--- src/rtl/ysyx_22050550_pc_gen_if.sv ---
// Fetch-request and redirect bundle between the PC generator and its neighbours.
// master = PC generator side, slave = IFU / redirect-source side.
interface ysyx_22050550_pc_gen_if #(
    parameter int XLEN = 64
) ();
    logic            if_valid;
    logic            if_ready;
    logic [XLEN-1:0] if_pc;
    logic            if_kill;
    logic            if_pred_taken;
    logic            trap_valid;
    logic [XLEN-1:0] trap_pc;
    logic            redir_valid;
    logic [XLEN-1:0] redir_pc;
    logic            btb_upd_valid;
    logic [XLEN-1:0] btb_upd_pc;
    logic [XLEN-1:0] btb_upd_target;

    modport master (
        output if_valid, if_pc, if_kill, if_pred_taken,
        input  if_ready, trap_valid, trap_pc, redir_valid, redir_pc,
               btb_upd_valid, btb_upd_pc, btb_upd_target
    );

    modport slave (
        input  if_valid, if_pc, if_kill, if_pred_taken,
        output if_ready, trap_valid, trap_pc, redir_valid, redir_pc,
               btb_upd_valid, btb_upd_pc, btb_upd_target
    );
endinterface

--- src/rtl/ysyx_22050550_pc_gen.sv ---
// Fetch-PC generator: valid/ready fetch request, trap/branch redirect merge, one pending redirect.
// Optional direct-mapped BTB enabled by defining YSYX_22050550_PCGEN_BTB_EN.
//
// state  | meaning
// S_IDLE | out of reset, no request issued yet
// S_RUN  | request outstanding, no redirect pending
// S_PEND | request outstanding, redirect held in pend_pc_q
module ysyx_22050550_pc_gen #(
    parameter int              XLEN      = 64,
    parameter logic [XLEN-1:0] RESET_PC  = XLEN'(64'h8000_0000),
    parameter int              STEP      = 4,
    parameter int              BTB_DEPTH = 8
) (
    input  logic                          clock,
    input  logic                          reset,
    ysyx_22050550_pc_gen_if.master        bus
);
    localparam int IW = $clog2(BTB_DEPTH);
    localparam int TW = XLEN - IW - 2;

    typedef enum logic [1:0] {S_IDLE, S_RUN, S_PEND} state_e;

    state_e          state_q, state_d;
    logic [XLEN-1:0] pc_q, pc_d;
    logic [XLEN-1:0] pend_pc_q, pend_pc_d;
    logic            pend_valid_q, pend_valid_d;
    logic            pend_trap_q, pend_trap_d;
    logic            if_valid_q, if_valid_d;

    logic            hs;
    logic [XLEN-1:0] redir_tgt;
    logic [XLEN-1:0] next_pc;
    logic            btb_hit;
    logic [XLEN-1:0] btb_tgt;

    assign hs = if_valid_q & bus.if_ready;

    // Trap wins the target mux; bit 0 is always cleared on redirect targets.
    always_comb begin
        redir_tgt = bus.trap_valid ? bus.trap_pc : bus.redir_pc;
        redir_tgt[0] = 1'b0;
    end

    always_comb begin
        if (bus.trap_valid)                next_pc = redir_tgt;
        else if (pend_valid_q && pend_trap_q) next_pc = pend_pc_q;
        else if (bus.redir_valid)          next_pc = redir_tgt;
        else if (pend_valid_q)             next_pc = pend_pc_q;
        else if (btb_hit)                  next_pc = btb_tgt;
        else                               next_pc = pc_q + XLEN'(STEP);
    end

    always_comb begin
        state_d      = state_q;
        pc_d         = pc_q;
        pend_pc_d    = pend_pc_q;
        pend_valid_d = pend_valid_q;
        pend_trap_d  = pend_trap_q;
        if_valid_d   = if_valid_q;
        case (state_q)
            S_IDLE: begin
                state_d    = S_RUN;
                if_valid_d = 1'b1;
            end
            S_RUN, S_PEND: begin
                if (hs) begin
                    pc_d         = next_pc;
                    pend_valid_d = 1'b0;
                    pend_trap_d  = 1'b0;
                    state_d      = S_RUN;
                end else if (bus.trap_valid ||
                             (bus.redir_valid && !(pend_valid_q && pend_trap_q))) begin
                    // A held trap is never displaced by a later branch redirect.
                    pend_valid_d = 1'b1;
                    pend_trap_d  = bus.trap_valid;
                    pend_pc_d    = redir_tgt;
                    state_d      = S_PEND;
                end
            end
            default: begin
                state_d    = S_IDLE;
                if_valid_d = 1'b0;
            end
        endcase
    end

    always_ff @(posedge clock or posedge reset) begin
        if (reset) begin
            state_q      <= S_IDLE;
            pc_q         <= RESET_PC;
            pend_pc_q    <= '0;
            pend_valid_q <= 1'b0;
            pend_trap_q  <= 1'b0;
            if_valid_q   <= 1'b0;
        end else begin
            state_q      <= state_d;
            pc_q         <= pc_d;
            pend_pc_q    <= pend_pc_d;
            pend_valid_q <= pend_valid_d;
            pend_trap_q  <= pend_trap_d;
            if_valid_q   <= if_valid_d;
        end
    end

`ifdef YSYX_22050550_PCGEN_BTB_EN
    logic            btb_v_q   [BTB_DEPTH];
    logic [TW-1:0]   btb_tag_q [BTB_DEPTH];
    logic [XLEN-1:0] btb_tgt_q [BTB_DEPTH];
    logic [IW-1:0]   lk_idx;
    logic [IW-1:0]   up_idx;
    logic            unused_btb;

    assign lk_idx     = pc_q[IW+1:2];
    assign up_idx     = bus.btb_upd_pc[IW+1:2];
    assign btb_hit    = btb_v_q[lk_idx] && (btb_tag_q[lk_idx] == pc_q[XLEN-1:IW+2]);
    assign btb_tgt    = btb_tgt_q[lk_idx];
    assign unused_btb = ^bus.btb_upd_pc[1:0];

    always_ff @(posedge clock or posedge reset) begin
        if (reset) begin
            for (int i = 0; i < BTB_DEPTH; i++) btb_v_q[i] <= 1'b0;
        end else if (bus.btb_upd_valid) begin
            btb_v_q[up_idx] <= 1'b1;
        end
    end

    // Tag/target need no reset: they are qualified by the valid bits.
    always_ff @(posedge clock) begin
        if (bus.btb_upd_valid) begin
            btb_tag_q[up_idx] <= bus.btb_upd_pc[XLEN-1:IW+2];
            btb_tgt_q[up_idx] <= bus.btb_upd_target;
        end
    end
`else
    logic unused_btb;

    assign btb_hit    = 1'b0;
    assign btb_tgt    = '0;
    assign unused_btb = ^{bus.btb_upd_valid, bus.btb_upd_pc, bus.btb_upd_target};
`endif

    assign bus.if_valid      = if_valid_q;
    assign bus.if_pc         = pc_q;
    assign bus.if_kill       = hs & (pend_valid_q | bus.trap_valid | bus.redir_valid);
    assign bus.if_pred_taken = btb_hit;
endmodule

--- src/flat_wrapper.sv ---
// flat-port wrapper written by rule: the top's interface ports become plain ports
module ysyx_22050550_pc_gen_flat 
#(
    parameter int              XLEN      = 64,
    parameter logic [XLEN-1:0] RESET_PC  = XLEN'(64'h8000_0000),
    parameter int              STEP      = 4,
    parameter int              BTB_DEPTH = 8
)
  (clock, reset, bus_if_valid, bus_if_pc, bus_if_kill, bus_if_pred_taken, bus_if_ready, bus_trap_valid, bus_trap_pc, bus_redir_valid, bus_redir_pc, bus_btb_upd_valid, bus_btb_upd_pc, bus_btb_upd_target);
  ysyx_22050550_pc_gen_if #(.XLEN(XLEN)) bus_i ();
  input  logic clock;
  input  logic reset;
  output wire logic [$bits(bus_i.if_valid)-1:0] bus_if_valid;
  output wire logic [$bits(bus_i.if_pc)-1:0] bus_if_pc;
  output wire logic [$bits(bus_i.if_kill)-1:0] bus_if_kill;
  output wire logic [$bits(bus_i.if_pred_taken)-1:0] bus_if_pred_taken;
  input wire logic [$bits(bus_i.if_ready)-1:0] bus_if_ready;
  input wire logic [$bits(bus_i.trap_valid)-1:0] bus_trap_valid;
  input wire logic [$bits(bus_i.trap_pc)-1:0] bus_trap_pc;
  input wire logic [$bits(bus_i.redir_valid)-1:0] bus_redir_valid;
  input wire logic [$bits(bus_i.redir_pc)-1:0] bus_redir_pc;
  input wire logic [$bits(bus_i.btb_upd_valid)-1:0] bus_btb_upd_valid;
  input wire logic [$bits(bus_i.btb_upd_pc)-1:0] bus_btb_upd_pc;
  input wire logic [$bits(bus_i.btb_upd_target)-1:0] bus_btb_upd_target;
  assign bus_if_valid = bus_i.if_valid;
  assign bus_if_pc = bus_i.if_pc;
  assign bus_if_kill = bus_i.if_kill;
  assign bus_if_pred_taken = bus_i.if_pred_taken;
  assign bus_i.if_ready = bus_if_ready;
  assign bus_i.trap_valid = bus_trap_valid;
  assign bus_i.trap_pc = bus_trap_pc;
  assign bus_i.redir_valid = bus_redir_valid;
  assign bus_i.redir_pc = bus_redir_pc;
  assign bus_i.btb_upd_valid = bus_btb_upd_valid;
  assign bus_i.btb_upd_pc = bus_btb_upd_pc;
  assign bus_i.btb_upd_target = bus_btb_upd_target;
  ysyx_22050550_pc_gen #(.XLEN(XLEN), .RESET_PC(RESET_PC), .STEP(STEP), .BTB_DEPTH(BTB_DEPTH)) u_core (.clock(clock), .reset(reset), .bus(bus_i));
endmodule
--- config.mk ---
export PLATFORM = sky130hd
export DESIGN_NAME = ysyx_22050550_pc_gen_flat
export DESIGN_NICKNAME = d
export VERILOG_FILES = /design/src/rtl/ysyx_22050550_pc_gen_if.sv /design/src/rtl/ysyx_22050550_pc_gen.sv /design/src/flat_wrapper.sv
export SDC_FILE = /design/constraint.sdc
export NUM_CORES = 1
export LEC_CHECK = 0
export ABC_AREA = 1
export CORE_UTILIZATION = 47
export CTS_CLUSTER_SIZE = 25
export DETAILED_ROUTE_END_ITERATION = 8
export HOLD_SLACK_MARGIN = 0.02
export PLACE_DENSITY = 0.85
export SLEW_MARGIN = 20
export SYNTH_ARGS = -nofsm -noshare
export SYNTH_HDL_FRONTEND = slang
export SYNTH_SLANG_ARGS = --single-unit
--- constraint.sdc ---
create_clock -name clock -period 4.6 [get_ports clock]
set_clock_uncertainty 0.1 [all_clocks]
set_input_delay 0.69 -clock clock [delete_from_list [all_inputs] [get_ports clock]]
set_output_delay 0.69 -clock clock [all_outputs]
set_load 0.05 [all_outputs]
==> metrics.md <==
| Metric | Value |
|---|---|
| Outcome | `complete, no violations` |
| Final WL | `34,100 µm` |
| Core ar. | `0.0204 mm²` |
| Clock Tree Buf Depth | `2` |
| Detailed Place HPWL | `24,600 µm` |
| Critical Path Slowest Stage Cell | `clkdlybuf4s50_1` |
| Max Cap Viol | `0` |
| Die area | `0.0215 mm²` |
| Critical path arrival | `2.39 ns` |
| PD cells | `659 mW/mm²` |
| Crit-path most repeated cell | `nor2_1` |
| GRT Resource Usage Total | `31.7%` |
| CTS Hold Buffers Added | `0` |
| Distinct cells, synth | `40` |
| Post-route cell area | `0.0125 mm²` |
| Worst path top cell family by delay | `buffers and inverters` |
| DP Worst Slack | `1.20 ns` |
| Row Count | `52` |
| Clock latency on the worst-skew pair | `approximately 0.43 ns` |
| Largest net degree at the start of global routing | `80` |
| H-tree depth | `4` |
| Largest area contributor in the netlist | `dfrtp_1` |
| Post-CTS setup repair buffer count | `0` |
| CTS tree | `built` |
| Min-Delay Path Class | `flop to flop` |
| First-pass GRT wire length | `around 54,000 µm` |
| Worst setup path class | `input port to primary output` |
| Clk sink count | `131` |
| Initial Util | `between 40% and 50%` |
| Total power | `0.00825 W` |
| Worst Slack Setup Final | `1.42 ns` |
| Die W | `147 µm` |
| Buf+Inv Stages, Crit Path | `3` |
| Critical path cell sequence | `clkdlybuf4s50_1 > nor2_2 > inv_1 > nor2_1 > nor2_1 > buf_4` |
| I/O pin total | `roughly 330` |
| Synth-to-Final Area Change | `27.4%` |
| Largest cells by area after synthesis | `dfrtp_1 33%, nand2_1 21%, inv_1 8.6%` |
| Via Count | `11,100` |
| PostCTS Resize Cnt | `0` |
| Fillers | `1,925` |
| RSZ-0062 raised after global routing | `no` |
| Clock transition at path regs | `0.06 ns` |
| Min Tclk post-route | `3.18 ns` |
| Seq/Total Area, Yosys | `between 30% and 40%` |
| Headroom to the max-slew limit | `between 40% and 50%` |
| TritonCTS Buffers | `17` |
| Avg Synthesized Cell Area | `just over 6 µm²` |
| Remaining DRCs | `0` |
| DR pass1 iterations | `5` |
| Startpoint class of the critical path | `input port` |
| Pleak | `6.19 nW` |
| First DRT Iteration DRCs | `1,002` |
| CP max FO | `11` |
| Top-area cell type share of the netlist area | `33.1%` |
| Period utilisation layout | `between 60% and 70%` |
| Vias in the first global route | `10,300` |
| Slew Limit Fails | `0` |
| Via density | `between 5 and 6` |
| Slew @ Worst Pin | `between 0.8 and 0.9 ns` |
| Worst stage delay on the critical path | `0.77 ns` |
| Placed inst area | `0.0119 mm²` |
| Max IR drop VDD | `0.572 mV` |
| DR WL/cell | `16.7 µm` |
| Synth Warn # | `0` |
| F_max | `315 MHz` |
| Layout cells sized above 1 | `4.68%` |
| Required @ worst endpoint | `3.81 ns` |
| GRT overflow | `0` |
| Crit path capture type | `primary output` |
| Die Height | `147 µm` |
| DRT antenna net count | `0` |
| Antenna fix cells | `0` |
| Mapped Area | `0.00983 mm²` |
| Port bufs | `195` |
| Final setup violation count | `0` |
| Routability cong. | `0.934` |
| Initial antenna violation count | `0` |
| Setup TNS | `0 ns` |
| FF+latch count, synth | `131` |
| Fin. Hold Viols | `0` |
| Fin nets | `about 2,000` |
| Root Buffer | `clkbuf_16` |
| Mapped Cells | `1,603` |
## synthesized netlist by cell type
cell type and count:
conb_1 1, buf_1 3, nand4_1 10, nor2_4 6
o22ai_1 1, nor2_1 136, o21bai_1 1, or2_2 1
dfstp_2 1, a31oi_1 4, nor2_2 9, a21oi_2 1
a21oi_1 121, o211ai_1 5, dfrtp_1 130, clkbuf_1 41
nor2_8 2, nor4_1 2, inv_2 3, a22oi_1 16
nand2_4 2, buf_2 19, a21boi_2 5, nand2_2 6
xor2_1 7, clkbuf_2 1, nand3_1 80, nand3b_1 1
nor3_1 4, a21boi_0 5, buf_4 7, a2bb2oi_1 8
ha_1 3, o221ai_1 3, o21ai_0 142, o21a_1 4
o21ai_1 18, inv_1 226, a21boi_1 16, nand2_1 552
## path summary, 6_finish.rpt
kind | from | slack (ns) | cells after the start | end
max | bus_redir_valid | 1.42 | 6 | bus_if_kill
min | u_core.bus.if_pc[1] | 0.38 | 2 | u_core.bus.if_pc[1]
max reg2reg | u_core.pend_valid_q | 1.99 | 10 | u_core.bus.if_pc[5]
min reg2reg | u_core.bus.if_pc[1] | 0.38 | 2 | u_core.bus.if_pc[1]
max in group asynchronous | reset | 2.85 | 3 | u_core.pend_pc_q[15]
min in group asynchronous | reset | 0.66 | 2 | u_core.pend_pc_q[22]
## sequential cells by signal, indices dropped and copies added, names as in the netlist
register             cells
u_core.bus.if_pc        63
u_core.pend_pc_q        63
u_core.state_q           2
u_core.bus.if_valid      1
u_core.pend_trap_q       1
u_core.pend_valid_q      1
## tightest hold or removal path: stages (launching register included)
cell,delay (ns)
dfrtp_1,0.34
nand2_1,0.05
o21ai_0,0.06
## cell families (layout without fill, tap and decap cells)
| family | Yosys count | after routing | share of synthesized area, % |
|---|---|---|---|
| AOI/OAI and AO/OA | 350 | 350 | 19.9 |
| xor gates and xnor gates | 7 | 7 | 0.624 |
| adders and majority gates | 3 | 3 | 0.382 |
| buffers and inverters | 300 | 468 | 12.0 |
| DFF | 131 | 131 | 33.4 |
| other | 1 | 2 | 0.0382 |
| and+or+nand+nor | 811 | 811 | 33.7 |
## area by class of cell
type,count,area [µm²],share of cell area (%)
inverter,229,862,6.88
tap,270,338,2.70
multi-input combinational,1173,5380,43.0
sequential,131,3280,26.2
timing repair buffer,210,2080,16.6
clock buffer,24,502,4.01
clock inverter,5,75.1,0.600
## report_power, final
group / internal [W] / leakage [nW] / switching, W
sequential: 0.00171 / 1.54 / 0.000534
combinational: 0.00149 / 4.37 / 0.00313
clock: 0.000858 / 0.288 / 0.000520
total: 0.00406 / 6.19 / 0.00419
## placed cells by master (no fill, tap or decap), drive strengths merged
cell,synthesis,routed
nand3,80,80
o211ai,5,5
o221ai,3,3
inv,229,229
clkdlybuf4s50,0,193
conb,1,2
nor2,153,153
a21oi,122,122
o21bai,1,1
nor3,4,4
dfrtp,130,130
bufinv,0,2
a21boi,26,26
o21ai,160,160
buf,29,17
a2bb2oi,8,8
o21a,4,4
dfstp,1,1
clkinv,0,3
o22ai,1,1
nand2,560,560
nor4,2,2
clkbuf,42,24
xor2,7,7
a31oi,4,4
nand3b,1,1
ha,3,3
a22oi,16,16
or2,1,1
nand4,10,10
## through the flow
step / hold slack [ns] / utilization, % / instances
after global placement: 0.371 / 58.7 / 2013
after global routing: 0.434 / 61.5 / 2042
after detailed placement: 0.373 / 58.7 / 2013
after floorplan: 0.378 / - / 1604
final: 0.384 / 61.5 / 2042
after CTS: 0.388 / 61.5 / 2042
## per-layer routing
layer / vias up / track usage (%) / part of all wire [%]
li1: 5379 / - / -
met1: 5111 / 43.9 / 44
met2: 537 / 51.1 / 46
met3: 52 / 4.53 / 7.6
met4: 0 / 9.79 / 2.0
met5: - / 0 / 0
Power figures use the tool's default switching activity.
